`src/rtl/uart_cfg_seq.sv`:
```
// ---------------------------------------------------------------------------
// uart_cfg_seq
//   UART line-configuration sequencer. Captures a host configuration request
//   (divisor + line format), holds off new transmit data, waits for the UART
//   to go idle, then applies the divisor and the LCR fields in a fixed order.
//   It waits a settle interval and finishes with a four-phase handshake.
//   The LCR is only ever written after an idle sample, so a reconfiguration
//   cannot raise the busy-write interrupt.
//
// Parameters
//   SETTLE_CYC   cycles spent in SETTLE after the LCR write (1..65535)
//   TIMEOUT_CYC  maximum cycles spent in HOLD before aborting (1..65535)
//   DEF_DIVISOR  reset value of seq_dllh_data
//
// Ports
//   sys_clk, rst_b        clock (rising edge), async active-low reset
//   cfg_req               request level, held until cfg_ack is seen
//   cfg_divisor           requested baud divisor
//   cfg_dls/stop/pen/eps  requested line format
//   uart_busy             combined TX/RX busy
//   uart_thsr_empty       transmit shift register empty
//   cfg_ack, cfg_err      completion level and timeout flag (valid with ack)
//   cfg_busy              sequencer not idle
//   tx_hold               blocks host THR writes
//   seq_dllh_data         current divisor, seq_set_dllh_vld its load strobe
//   seq_lcr_*             current line format, seq_lcr_wen its write strobe
//
// Handshake: cfg_req is a level. Once captured, the request inputs are
// ignored until cfg_ack rises. cfg_ack stays high until cfg_req falls; it
// drops on the edge after that, and a request is only accepted again from
// IDLE.
// ---------------------------------------------------------------------------
module uart_cfg_seq #(
   parameter int unsigned SETTLE_CYC  = 16,
   parameter int unsigned TIMEOUT_CYC = 65535,
   parameter logic [15:0] DEF_DIVISOR = 16'h0001
) (
   input  logic        sys_clk,
   input  logic        rst_b,
   input  logic        cfg_req,
   input  logic [15:0] cfg_divisor,
   input  logic [1:0]  cfg_dls,
   input  logic        cfg_stop,
   input  logic        cfg_pen,
   input  logic        cfg_eps,
   input  logic        uart_busy,
   input  logic        uart_thsr_empty,
   output logic        cfg_ack,
   output logic        cfg_err,
   output logic        cfg_busy,
   output logic        tx_hold,
   output logic [15:0] seq_dllh_data,
   output logic        seq_set_dllh_vld,
   output logic [1:0]  seq_lcr_dls,
   output logic        seq_lcr_stop,
   output logic        seq_lcr_pen,
   output logic        seq_lcr_eps,
   output logic        seq_lcr_wen
);

   localparam logic [15:0] SETTLE_LAST  = 16'(SETTLE_CYC - 1);
   localparam logic [15:0] TIMEOUT_LAST = 16'(TIMEOUT_CYC - 1);

   typedef enum logic [2:0] {
      ST_IDLE   = 3'd0,
      ST_HOLD   = 3'd1,
      ST_DIV    = 3'd2,
      ST_LCR    = 3'd3,
      ST_SETTLE = 3'd4,
      ST_ACK    = 3'd5
   } state_t;

   state_t      state;
   state_t      state_nxt;

   // Shadow copy of the captured request.
   logic [15:0] sh_div;
   logic [1:0]  sh_dls;
   logic        sh_stop;
   logic        sh_pen;
   logic        sh_eps;

   logic [15:0] to_cnt;
   logic [15:0] settle_cnt;

   logic        capture;
   logic        to_inc;
   logic        settle_inc;
   logic        timeout_hit;
   logic        uart_idle;

   assign uart_idle = !uart_busy && uart_thsr_empty;

   // ------------------------------------------------------------------
   // State register
   // ------------------------------------------------------------------
   always_ff @(posedge sys_clk or negedge rst_b) begin
      if (!rst_b) begin
         state <= ST_IDLE;
      end else begin
         state <= state_nxt;
      end
   end

   // ------------------------------------------------------------------
   // Next-state logic
   // ------------------------------------------------------------------
   always_comb begin
      state_nxt   = state;
      capture     = 1'b0;
      to_inc      = 1'b0;
      settle_inc  = 1'b0;
      timeout_hit = 1'b0;
      case (state)
         ST_IDLE: begin
            if (cfg_req) begin
               capture   = 1'b1;
               state_nxt = ST_HOLD;
            end
         end
         ST_HOLD: begin
            if (uart_idle) begin
               // Skip the divisor load when it would not change anything.
               state_nxt = (sh_div != seq_dllh_data) ? ST_DIV : ST_LCR;
            end else if (to_cnt == TIMEOUT_LAST) begin
               timeout_hit = 1'b1;
               state_nxt   = ST_ACK;
            end else begin
               to_inc = 1'b1;
            end
         end
         ST_DIV: begin
            state_nxt = ST_LCR;
         end
         ST_LCR: begin
            state_nxt = ST_SETTLE;
         end
         ST_SETTLE: begin
            if (settle_cnt == SETTLE_LAST) begin
               state_nxt = ST_ACK;
            end else begin
               settle_inc = 1'b1;
            end
         end
         ST_ACK: begin
            if (!cfg_req) begin
               state_nxt = ST_IDLE;
            end
         end
         default: begin
            state_nxt = ST_IDLE;
         end
      endcase
   end

   // ------------------------------------------------------------------
   // Shadow registers and counters
   // ------------------------------------------------------------------
   always_ff @(posedge sys_clk or negedge rst_b) begin
      if (!rst_b) begin
         sh_div     <= DEF_DIVISOR;
         sh_dls     <= 2'b11;
         sh_stop    <= 1'b0;
         sh_pen     <= 1'b0;
         sh_eps     <= 1'b0;
         to_cnt     <= 16'd0;
         settle_cnt <= 16'd0;
      end else begin
         if (capture) begin
            sh_div  <= cfg_divisor;
            sh_dls  <= cfg_dls;
            sh_stop <= cfg_stop;
            sh_pen  <= cfg_pen;
            sh_eps  <= cfg_eps;
            to_cnt  <= 16'd0;
         end else if (to_inc) begin
            to_cnt <= to_cnt + 16'd1;
         end

         if (state == ST_LCR) begin
            settle_cnt <= 16'd0;
         end else if (settle_inc) begin
            settle_cnt <= settle_cnt + 16'd1;
         end
      end
   end

   // ------------------------------------------------------------------
   // Registered outputs, decoded from the next state so that each output
   // changes on the same edge as the state it belongs to.
   // ------------------------------------------------------------------
   always_ff @(posedge sys_clk or negedge rst_b) begin
      if (!rst_b) begin
         seq_dllh_data    <= DEF_DIVISOR;
         seq_set_dllh_vld <= 1'b0;
         seq_lcr_dls      <= 2'b11;
         seq_lcr_stop     <= 1'b0;
         seq_lcr_pen      <= 1'b0;
         seq_lcr_eps      <= 1'b0;
         seq_lcr_wen      <= 1'b0;
         cfg_ack          <= 1'b0;
         cfg_err          <= 1'b0;
         cfg_busy         <= 1'b0;
         tx_hold          <= 1'b0;
      end else begin
         seq_set_dllh_vld <= (state_nxt == ST_DIV);
         seq_lcr_wen      <= (state_nxt == ST_LCR);
         cfg_ack          <= (state_nxt == ST_ACK);
         // Error is set on the timeout edge and held for the whole ACK phase.
         cfg_err          <= timeout_hit || (cfg_err && (state_nxt == ST_ACK));
         cfg_busy         <= (state_nxt != ST_IDLE);
         tx_hold          <= (state_nxt == ST_HOLD) || (state_nxt == ST_DIV) ||
                             (state_nxt == ST_LCR)  || (state_nxt == ST_SETTLE);

         // Data is loaded on the edge entering the strobe cycle so it is
         // already stable while the strobe is high.
         if (state_nxt == ST_DIV) begin
            seq_dllh_data <= sh_div;
         end
         if (state_nxt == ST_LCR) begin
            seq_lcr_dls  <= sh_dls;
            seq_lcr_stop <= sh_stop;
            seq_lcr_pen  <= sh_pen;
            seq_lcr_eps  <= sh_eps;
         end
      end
   end

endmodule

```
`config.mk`:
```
export PLATFORM = sky130hd
export DESIGN_NAME = uart_cfg_seq
export DESIGN_NICKNAME = d
export VERILOG_FILES = /design/src/rtl/uart_cfg_seq.sv
export SDC_FILE = /design/constraint.sdc
export NUM_CORES = 1
export LEC_CHECK = 0
export BUFFER_PORTS_ARGS = -buffer_cell sky130_fd_sc_hd__buf_2
export CORE_MARGIN = 2
export CORE_UTILIZATION = 57
export DETAILED_ROUTE_END_ITERATION = 16
export PLACE_DENSITY = 0.77
export SLEW_MARGIN = 30
export SYNTH_ARGS = -nofsm -noshare
export SYNTH_HDL_FRONTEND = slang
export SYNTH_SLANG_ARGS = --single-unit
```
`constraint.sdc`:
```
create_clock -name sys_clk -period 2.8 [get_ports sys_clk]
set_input_delay 0.42 -clock sys_clk [delete_from_list [all_inputs] [get_ports sys_clk]]
set_output_delay 0.42 -clock sys_clk [all_outputs]
set_load 0.02 [all_outputs]
```
==> results.ini, run 1 <==
[timing]
maxSlewHeadroom_pct=51.0
rsz0062_at_grt=false
worst_clock_skew_ps=10.5
finalSetupViolations=0
fin_crit_sh_pct=87.4
min_period_ps=2450
tightest_slew_ps=735
slew_viol_final=0
hold_viol_final=0
worst_slack_ps=351
setup_tns_ps=0
max_clock_freq_mhz=408

[placement]
gp_congestion=0.828
dpl_worst_slack_ps=365
numPortBuffers=52
dp_hpwl_um=4890
dp_cells=449

[global_routing]
track_usage_pct=21.6
grt_max_degree=84
grt_pass1_wl_um=12300
gr-total-overflow=0
grt_antenna_before_repair=0
grt_pass1_vias=2605

[logic_synthesis]
synth_ff_type=dfrtp_1
synth_area_leaders=dfrtp_1 50%, mux2_2 11%, xnor2_1 4.6%
yosysWarnings=0
avgSynthCellArea_sq_um=11.6
synth_compound_area_share_pct=4.39
synth_fa_ha_area_share_pct=0.982
synthMuxAreaShare_pct=12.4
synth_seq_cells=83
synth_xor_area_share_pct=8.94
syn-num-nets=358
syn_inst=329
mappedNetlistArea_sq_um=3820
synth_seq_area_share_pct=54.5
synth_top_family_by_area=simple AND/OR/NAND/NOR gates
yosysTopAreaCell=dfrtp_1
synthSimpleGateAreaFrac_pct=16.8
synth-edff-count=0
ys_types=47
async_flop_share_pct=100
synth.top_cell.area_share_pct=50.4

[floorplan]
fp.coreArea_sq_um=6420
dieArea_sq_um=7380
die_y_um=85.9
die_w_um=85.9
rows=29
start_util_pct=59.5
ioPinCount=53

[power]
p_comb_share_pct=36.8
power_switching_uw=1740
swShare_pct=36.8
clock_power_share_pct=20.6
ir_drop_mv=0.687
pwr-share-seq_pct=42.6
power.internal_uw=2990
power.density_nw_per_um2=1080
leakage_uw=0.00199

[worst_hold_path]
min_path_type=input port to asynchronous set/reset pin

[worst_setup_path]
cp-end-kind=register
crit_type=register to register
critPathArrivalTime_ps=2690
worstPathMaxFanout=7
cp.required_ps=3040
start_kind=register

[layout]
area_growth_pct=14.5
layout-drive-gt1-share_pct=31.7
nets=412
num_antenna_cells=0
final_cell_mix=77 x dfrtp_1, 51 x buf_2, 39 x mux2_2
final_cell_count_no_fill=465
final_common_cell=dfrtp_1
fin_util_pct=68.1

[outcome]
outcome=finished with violations
violations=design-rule violations

[clock_tree]
hold_buffers=0
cts_setup_buffers=0
cts-root-buf=clkbuf_8
insertion_delay_ps=360
cts_buffers=9
h-tree-depth=3
clock_path_buffers=2
clkTransAtPathRegs_ps=80
cts_tree=done
cts_resized=0
cts_num_sinks=83

[drt]
wire_per_inst_um=15.5
drt_iter0_drc=109
wl_um=7230
route.detailed.drc=1
via_per_inst=5.66
dr.pass1.iters=10
antenna_left=0
vias=2633

[flow_run]
drv_cap=0

registers in the layout (all words and copies together) (netlist names), 2 cells and up:
register / cells
seq_dllh_data: 16
settle_cnt: 16
sh_div: 16
to_cnt: 16
state: 3
seq_lcr_dls: 2
sh_dls: 2
Yosys cell counts (2+ instances only):
master / number
dfstp_2: 6
and4_1: 2
and3_1: 5
inv_1: 7
nand2b_1: 5
a31oi_1: 3
xnor2_1: 20
mux2_2: 39
o32ai_1: 2
xor2_1: 19
or3_1: 5
buf_2: 7
nor3_1: 7
nor2b_1: 2
o21ai_0: 8
a21oi_1: 8
mux2_1: 3
clkbuf_1: 2
nand4_1: 8
nand3_1: 14
nor4_1: 5
nor2_1: 36
nand2_1: 14
dfrtp_1: 77
ha_1: 3
layout make-up:
cell class	count	area [sq um]
flip-flops and latches	83	2080
fillers	505	2050
multi-input cells	229	1670
repair buffers	53	274
clock buffers	11	141
well taps	77	96.3
clock inverters	5	85.1
inverters	7	26.3
path summary, 6_finish.rpt:
kind	end	slack, ps	start	cells past startpoint
max in group asynchronous	settle_cnt[3]	2200	rst_b	1
min	to_cnt[11]	100	rst_b	1
max reg2reg	seq_lcr_pen	350	settle_cnt[0]	7
min reg2reg	seq_lcr_stop	500	sh_stop	1
min in group sys_clk	sh_div[5]	290	cfg_divisor[5]	2
max	seq_lcr_pen	350	settle_cnt[0]	7
power groups by stage:
stage | combinational [uW] | sequential, uW | clock (uW)
6_report | 1740 | 2020 | 974
4_1_cts | 1770 | 2020 | 992
3_3_place_gp | 1700 | 2000 | 0
3_5_place_dp | 1740 | 2040 | 0
5_1_grt | 1910 | 2090 | 1030
2_1_floorplan | 1110 | 2170 | 0
routing by layer:
metal,track usage [%],up-vias,wire length [um]
met4,9.67,0,114
met5,0,-,0
met3,5.20,12,385
li1,-,1262,-
met2,33.1,59,3390
met1,29.7,1300,3340
cell families after synthesis:
group                    Yosys count
XOR/XNOR                          39
flip-flops                        83
AO/OA/AOI/OAI                     27
multiplexers                      42
buffers and inverters             17
AND/OR/NAND/NOR                  118
adder cells (fa/ha/maj)            3
worst max-delay path: stages, from the launching register on:
cell	delay [ps]
dfrtp_1	430
ha_1	270
nor4b_1	160
and4_4	210
a31oi_1	280
o31a_2	310
nand2b_1	310
mux2_2	370
per-stage QoR:
step,hold WS (ps),power (uW),instance area [sq um]
after detailed placement,484,3780,4150
after global routing,155,5040,4380
final,97.0,4730,4380
after CTS,125,4780,4380
after floorplan,124,3280,3820
after global placement,469,3700,4150
Note: power is estimated with default switching activity, not from simulation.
==> run 2, diff against run 1 <==
--- a/config.mk
+++ b/config.mk
@@ -7,9 +7,10 @@
 export LEC_CHECK = 0
 export BUFFER_PORTS_ARGS = -buffer_cell sky130_fd_sc_hd__buf_2
 export CORE_MARGIN = 2
-export CORE_UTILIZATION = 57
+export CORE_UTILIZATION = 59
+export CTS_BUF_LIST = sky130_fd_sc_hd__clkbuf_4 sky130_fd_sc_hd__clkbuf_8
 export DETAILED_ROUTE_END_ITERATION = 16
-export PLACE_DENSITY = 0.77
+export PLACE_DENSITY = 0.8
 export SLEW_MARGIN = 30
 export SYNTH_ARGS = -nofsm -noshare
 export SYNTH_HDL_FRONTEND = slang
==> results.ini, run 2 (synthesis gave the netlist of run 1 again) <==
[timing]
maxSlewHeadroom_pct=48.8  ; -2.2 points
whs_ps=103  ; +5.65 ps
rsz0062_at_grt=false
min_period_ps=2440  ; -3.90 ps
setup_tns_ps=0  ; unchanged
fin_crit_sh_pct=87.3  ; -0.14 points
max_clock_freq_mhz=409  ; +0.16%
hold_viol_final=0  ; unchanged
worst_slack_ps=355  ; +3.90 ps
worst_clock_skew_ps=5.22  ; -5.25 ps
finalSetupViolations=0  ; unchanged
slew_viol_final=0  ; unchanged
tightest_slew_ps=759  ; +24.4 ps

[clock_tree]
h-tree-depth=3  ; unchanged
cts_tree=done
clkTransAtPathRegs_ps=80  ; about the same
cts-root-buf=clkbuf_8
hold_buffers=0  ; unchanged
cts_resized=0  ; unchanged
cts_setup_buffers=0  ; unchanged
insertion_delay_ps=350  ; about the same
clock_path_buffers=2  ; unchanged
cts_num_sinks=83  ; unchanged
cts_buffers=9  ; unchanged

[layout]
area_growth_pct=15.5
fin_util_pct=69.9  ; +1.8 points
final_cell_mix=77 x dfrtp_1, 51 x buf_2, 39 x mux2_2
nets=413  ; +0.24%
num_antenna_cells=0  ; unchanged
layout-drive-gt1-share_pct=32.1  ; +0.43 points
final_common_cell=dfrtp_1

[worst_setup_path]
crit_family=simple AND/OR/NAND/NOR gates
cp-end-kind=register
cp.required_ps=3040  ; about the same
worstPathMaxFanout=7  ; unchanged
critPathArrivalTime_ps=2690  ; about the same
cp_cell_sequence=ha_1, nor4b_1, and4_4, a31oi_1, o31a_2, nand2b_1, mux2_2
start_kind=register
crit_type=register to register
cp_num_buf_inv=0  ; unchanged
slowest_delay_ps=430  ; about the same
crit_slowest_cell=dfrtp_1

[floorplan]
die_w_um=84.5  ; -1.6%
dieArea_sq_um=7140  ; -3.2%
fp.coreArea_sq_um=6310  ; -1.7%
rows=29  ; unchanged
ioPinCount=53  ; unchanged
die_y_um=84.5  ; -1.6%
start_util_pct=60.5  ; +1.0 points

[placement]
dp_hpwl_um=4900  ; +0.17%
numPortBuffers=52  ; unchanged
dpl_worst_slack_ps=361  ; -4.17 ps
gp_congestion=0.861  ; +4.0%

[global_routing]
gr-total-overflow=0  ; unchanged
grt_antenna_before_repair=0  ; unchanged
grt_pass1_wl_um=12700  ; +3.1%
grt_max_degree=84  ; unchanged
track_usage_pct=22.3  ; +0.70 points
grt_pass1_vias=2650  ; +1.7%

[drt]
wire_per_inst_um=15.7  ; +1.2%
route.detailed.drc=0  ; -1
antenna_left=0  ; unchanged
via_per_inst=5.67  ; about the same
drt_iter0_drc=168  ; +54%
vias=2641  ; +0.30%
wl_um=7330  ; +1.4%
dr.pass1.iters=4  ; -6

[power]
clock_power_share_pct=21.5  ; +0.9 points
power_switching_uw=1750  ; +0.20%
p_comb_share_pct=36.7  ; about the same
pwr-share-seq_pct=41.8  ; -0.8 points
leakage_uw=0.00201  ; +1.1%
power.internal_uw=3090  ; +3.3%
ir_drop_mv=0.735  ; +7.0%
power.density_nw_per_um2=1100  ; +1.3%
swShare_pct=36.1  ; -0.71 points

[worst_hold_path]
min_path_type=input port to asynchronous set/reset pin

[flow_run]
drv_cap=0  ; unchanged

[outcome]
outcome=complete, no violations

## run 2: changes by cell type in the layout (fill, tap and decap cells not counted), sizes merged
cell / before / now
buf: 53 / 54
bufinv: 2 / 3
clkbuf: 11 / 10
clkinv: 1 / 2
clkinvlp: 1 / 0
## run 2: path summary, 6_finish.rpt
| kind | slack, ps | depth (start not counted) | end | startpoint |
|---|---|---|---|---|
| worst max-delay path | 360 | 7 | seq_lcr_pen | settle_cnt[0] |
| worst min-delay path | 100 | 1 | seq_dllh_data[10] | rst_b |
| worst max register to register | 360 | 7 | seq_lcr_pen | settle_cnt[0] |
| worst min register to register | 490 | 1 | seq_lcr_stop | sh_stop |
| max in group asynchronous | 2200 | 1 | settle_cnt[3] | rst_b |
| min in group sys_clk | 290 | 2 | sh_eps | cfg_eps |
## run 2: worst reg2reg max path: cells and delay by family, from the launching register on
kind            cells  cell delay [ps]
mux                 1              380
simple gates        3              690
flops               1              430
fa+ha+maj           1              270
compound gates      2              580
## run 2: layout make-up
cell class	count	area [sq um]
tap	77	96.3
sequential	83	2080
fill	472	1900
clock inverter	6	113
inverter	7	26.3
clock buffer	10	131
timing repair buffer	54	294
multi-input combinational	229	1670
## run 2: through the flow
| stage | cell area (sq um) | std cells | power [uW] |
|---|---|---|---|
| floorplan | 3820 | 329 | 3280 |
| global placement | 4170 | 450 | 3730 |
| detailed placement | 4170 | 450 | 3810 |
| CTS | 4410 | 466 | 4870 |
| global route | 4410 | 466 | 5140 |
| finish | 4410 | 466 | 4840 |
## run 2: routing by layer
metal	track usage [%]	up-vias	routed length (um)
li1	-	1266	-
met1	31.5	1302	3420
met2	33.6	63	3430
met3	6.69	10	386
met4	7.22	0	95
met5	0	-	0
## run 2: power groups by stage
stage	logic (uW)	clock network (uW)	registers [uW]
after CTS	1790	1060	2020
after detailed placement	1780	0	2040
after global placement	1720	0	2000
final	1770	1040	2020
after global routing	1940	1110	2090
after floorplan	1110	0	2170
==> run 3, diff against run 2 <==
--- a/config.mk
+++ b/config.mk
@@ -7,10 +7,10 @@
 export LEC_CHECK = 0
 export BUFFER_PORTS_ARGS = -buffer_cell sky130_fd_sc_hd__buf_2
 export CORE_MARGIN = 2
-export CORE_UTILIZATION = 59
+export CORE_UTILIZATION = 30
 export CTS_BUF_LIST = sky130_fd_sc_hd__clkbuf_4 sky130_fd_sc_hd__clkbuf_8
 export DETAILED_ROUTE_END_ITERATION = 16
-export PLACE_DENSITY = 0.8
+export PLACE_DENSITY = 0.45
 export SLEW_MARGIN = 30
 export SYNTH_ARGS = -nofsm -noshare
 export SYNTH_HDL_FRONTEND = slang
==> results.ini, run 3 (synthesis gave the netlist of run 1 again) <==
[outcome]
outcome=complete, no violations

[drt]
wire_per_inst_um=14.1  ; -10%
drt_iter0_drc=92  ; -45%
via_per_inst=4.66  ; -18%
antenna_left=0  ; unchanged
vias=2634  ; -0.27%
route.detailed.drc=0  ; unchanged
dr.pass1.iters=4  ; unchanged
wl_um=7970  ; +8.7%

[worst_setup_path]
cp_cell_sequence=ha_1, nor4b_1, and4_4, a31oi_1, o31a_2, nand2b_1, mux2_2
worstPathMaxFanout=7  ; unchanged
cp.required_ps=3040  ; about the same
cp-end-kind=register
crit_type=register to register
start_kind=register
critPathArrivalTime_ps=2630  ; -60 ps
crit_slowest_cell=dfrtp_1
slowest_delay_ps=430  ; about the same

[global_routing]
grt_max_degree=53  ; -37%
grt_antenna_before_repair=0  ; unchanged
track_usage_pct=12.7  ; -9.6 points
grt_pass1_wl_um=13600  ; +7.0%
grt_pass1_vias=2680  ; +1.1%
gr-total-overflow=0  ; unchanged

[floorplan]
die_y_um=117  ; +38%
fp.coreArea_sq_um=12500  ; +98%
die_w_um=117  ; +38%
ioPinCount=53  ; unchanged
start_util_pct=30.5  ; -30 points
rows=41  ; +41%
dieArea_sq_um=13700  ; +91%

[power]
power.density_nw_per_um2=1020  ; -7.1%
leakage_uw=0.00199  ; -1.2%
p_comb_share_pct=39.0  ; +2.3 points
power.internal_uw=2820  ; -8.6%
ir_drop_mv=0.471  ; -36%
pwr-share-seq_pct=44.2  ; +2.4 points
power_switching_uw=1730  ; -1.0%
swShare_pct=38.0  ; +1.9 points
clock_power_share_pct=16.8  ; -4.7 points

[clock_tree]
cts_num_sinks=83  ; unchanged
hold_buffers=0  ; unchanged
cts-root-buf=clkbuf_8
clock_path_buffers=2  ; unchanged
cts_tree=done
cts_resized=0  ; unchanged
insertion_delay_ps=350  ; about the same
cts_buffers=9  ; unchanged
cts_setup_buffers=0  ; unchanged
clkTransAtPathRegs_ps=80  ; about the same
h-tree-depth=3  ; unchanged

[flow_run]
drv_cap=0  ; unchanged

[layout]
layout-drive-gt1-share_pct=32.8  ; +0.69 points
final_cell_count_no_fill=565  ; +21%
num_antenna_cells=0  ; unchanged
area_growth_pct=17.0
final_cell_mix=77 x dfrtp_1, 51 x buf_2, 39 x mux2_2
final_common_cell=dfrtp_1
nets=417  ; +0.97%

[timing]
fin_crit_sh_pct=85.3  ; -2.0 points
setup_tns_ps=0  ; unchanged
slew_viol_final=0  ; unchanged
hold_viol_final=0  ; unchanged
maxSlewHeadroom_pct=48.1  ; -0.73 points
worst_clock_skew_ps=8.32  ; +3.09 ps
max_clock_freq_mhz=419  ; +2.3%
finalSetupViolations=0  ; unchanged
min_period_ps=2390  ; -55.3 ps
rsz0062_at_grt=false
tightest_slew_ps=770  ; +10.8 ps

[placement]
dp_cells=549  ; +22%
numPortBuffers=52  ; unchanged
gp_congestion=0.759  ; -12%
dp_hpwl_um=5630  ; +15%

[worst_hold_path]
min_path_type=input port to asynchronous set/reset pin

## run 3: area by class of cell
cell class | count | area (sq um)
fillers | 1288 | 8050
flip-flops and latches | 83 | 2080
inverters | 7 | 26.3
multi-input cells | 229 | 1670
well taps | 172 | 215
clock buffers | 11 | 139
repair buffers | 58 | 308
clock inverters | 5 | 30.0
## run 3: path summary, 6_finish.rpt
path                                     end  depth (start not counted)  slack [ps]       startpoint
max in group asynchronous  seq_dllh_data[11]                          2        1980            rst_b
min reg2reg                     seq_lcr_stop                          1         500          sh_stop
max reg2reg                      seq_lcr_pen                          7         410    settle_cnt[0]
min                           settle_cnt[11]                          1         100            rst_b
max                              seq_lcr_pen                          7         410    settle_cnt[0]
min in group sys_clk              sh_div[14]                          2         300  cfg_divisor[14]
## run 3: per-layer routing
| metal | GRT usage (%) | wire [um] | vias up |
|---|---|---|---|
| met3 | 3.86 | 395 | 10 |
| li1 | - | - | 1267 |
| met4 | 3.92 | 90 | 0 |
| met5 | 0 | 0 | - |
| met1 | 17.6 | 3920 | 1306 |
| met2 | 19.2 | 3560 | 51 |
## run 3: critical path: cells and delay by family (launching register included)
family | cells | cell delay [ps]
muxes | 1 | 360
and+or+nand+nor | 3 | 650
AOI/OAI and AO/OA | 2 | 560
adders and majority gates | 1 | 270
DFF | 1 | 430
## run 3: power by group through the flow
stage | combinational, uW | sequential [uW] | clock [uW]
final | 1780 | 2010 | 763
after global routing | 1960 | 2100 | 844
after CTS | 1810 | 2020 | 799
after detailed placement | 1810 | 2040 | 0
after global placement | 1790 | 2030 | 0
after floorplan | 1110 | 2170 | 0
## run 3: through the flow
stage	hold WS (ps)	area, sq um	power (uW)	setup WS [ps]	util [%]
3_5_place_dp	483	4300	3850	384	34.4
4_1_cts	127	4470	4630	378	35.7
5_1_grt	147	4470	4900	195	35.7
2_1_floorplan	124	3820	3280	626	-
6_report	96.7	4470	4550	411	35.7
3_3_place_gp	476	4300	3820	429	34.4
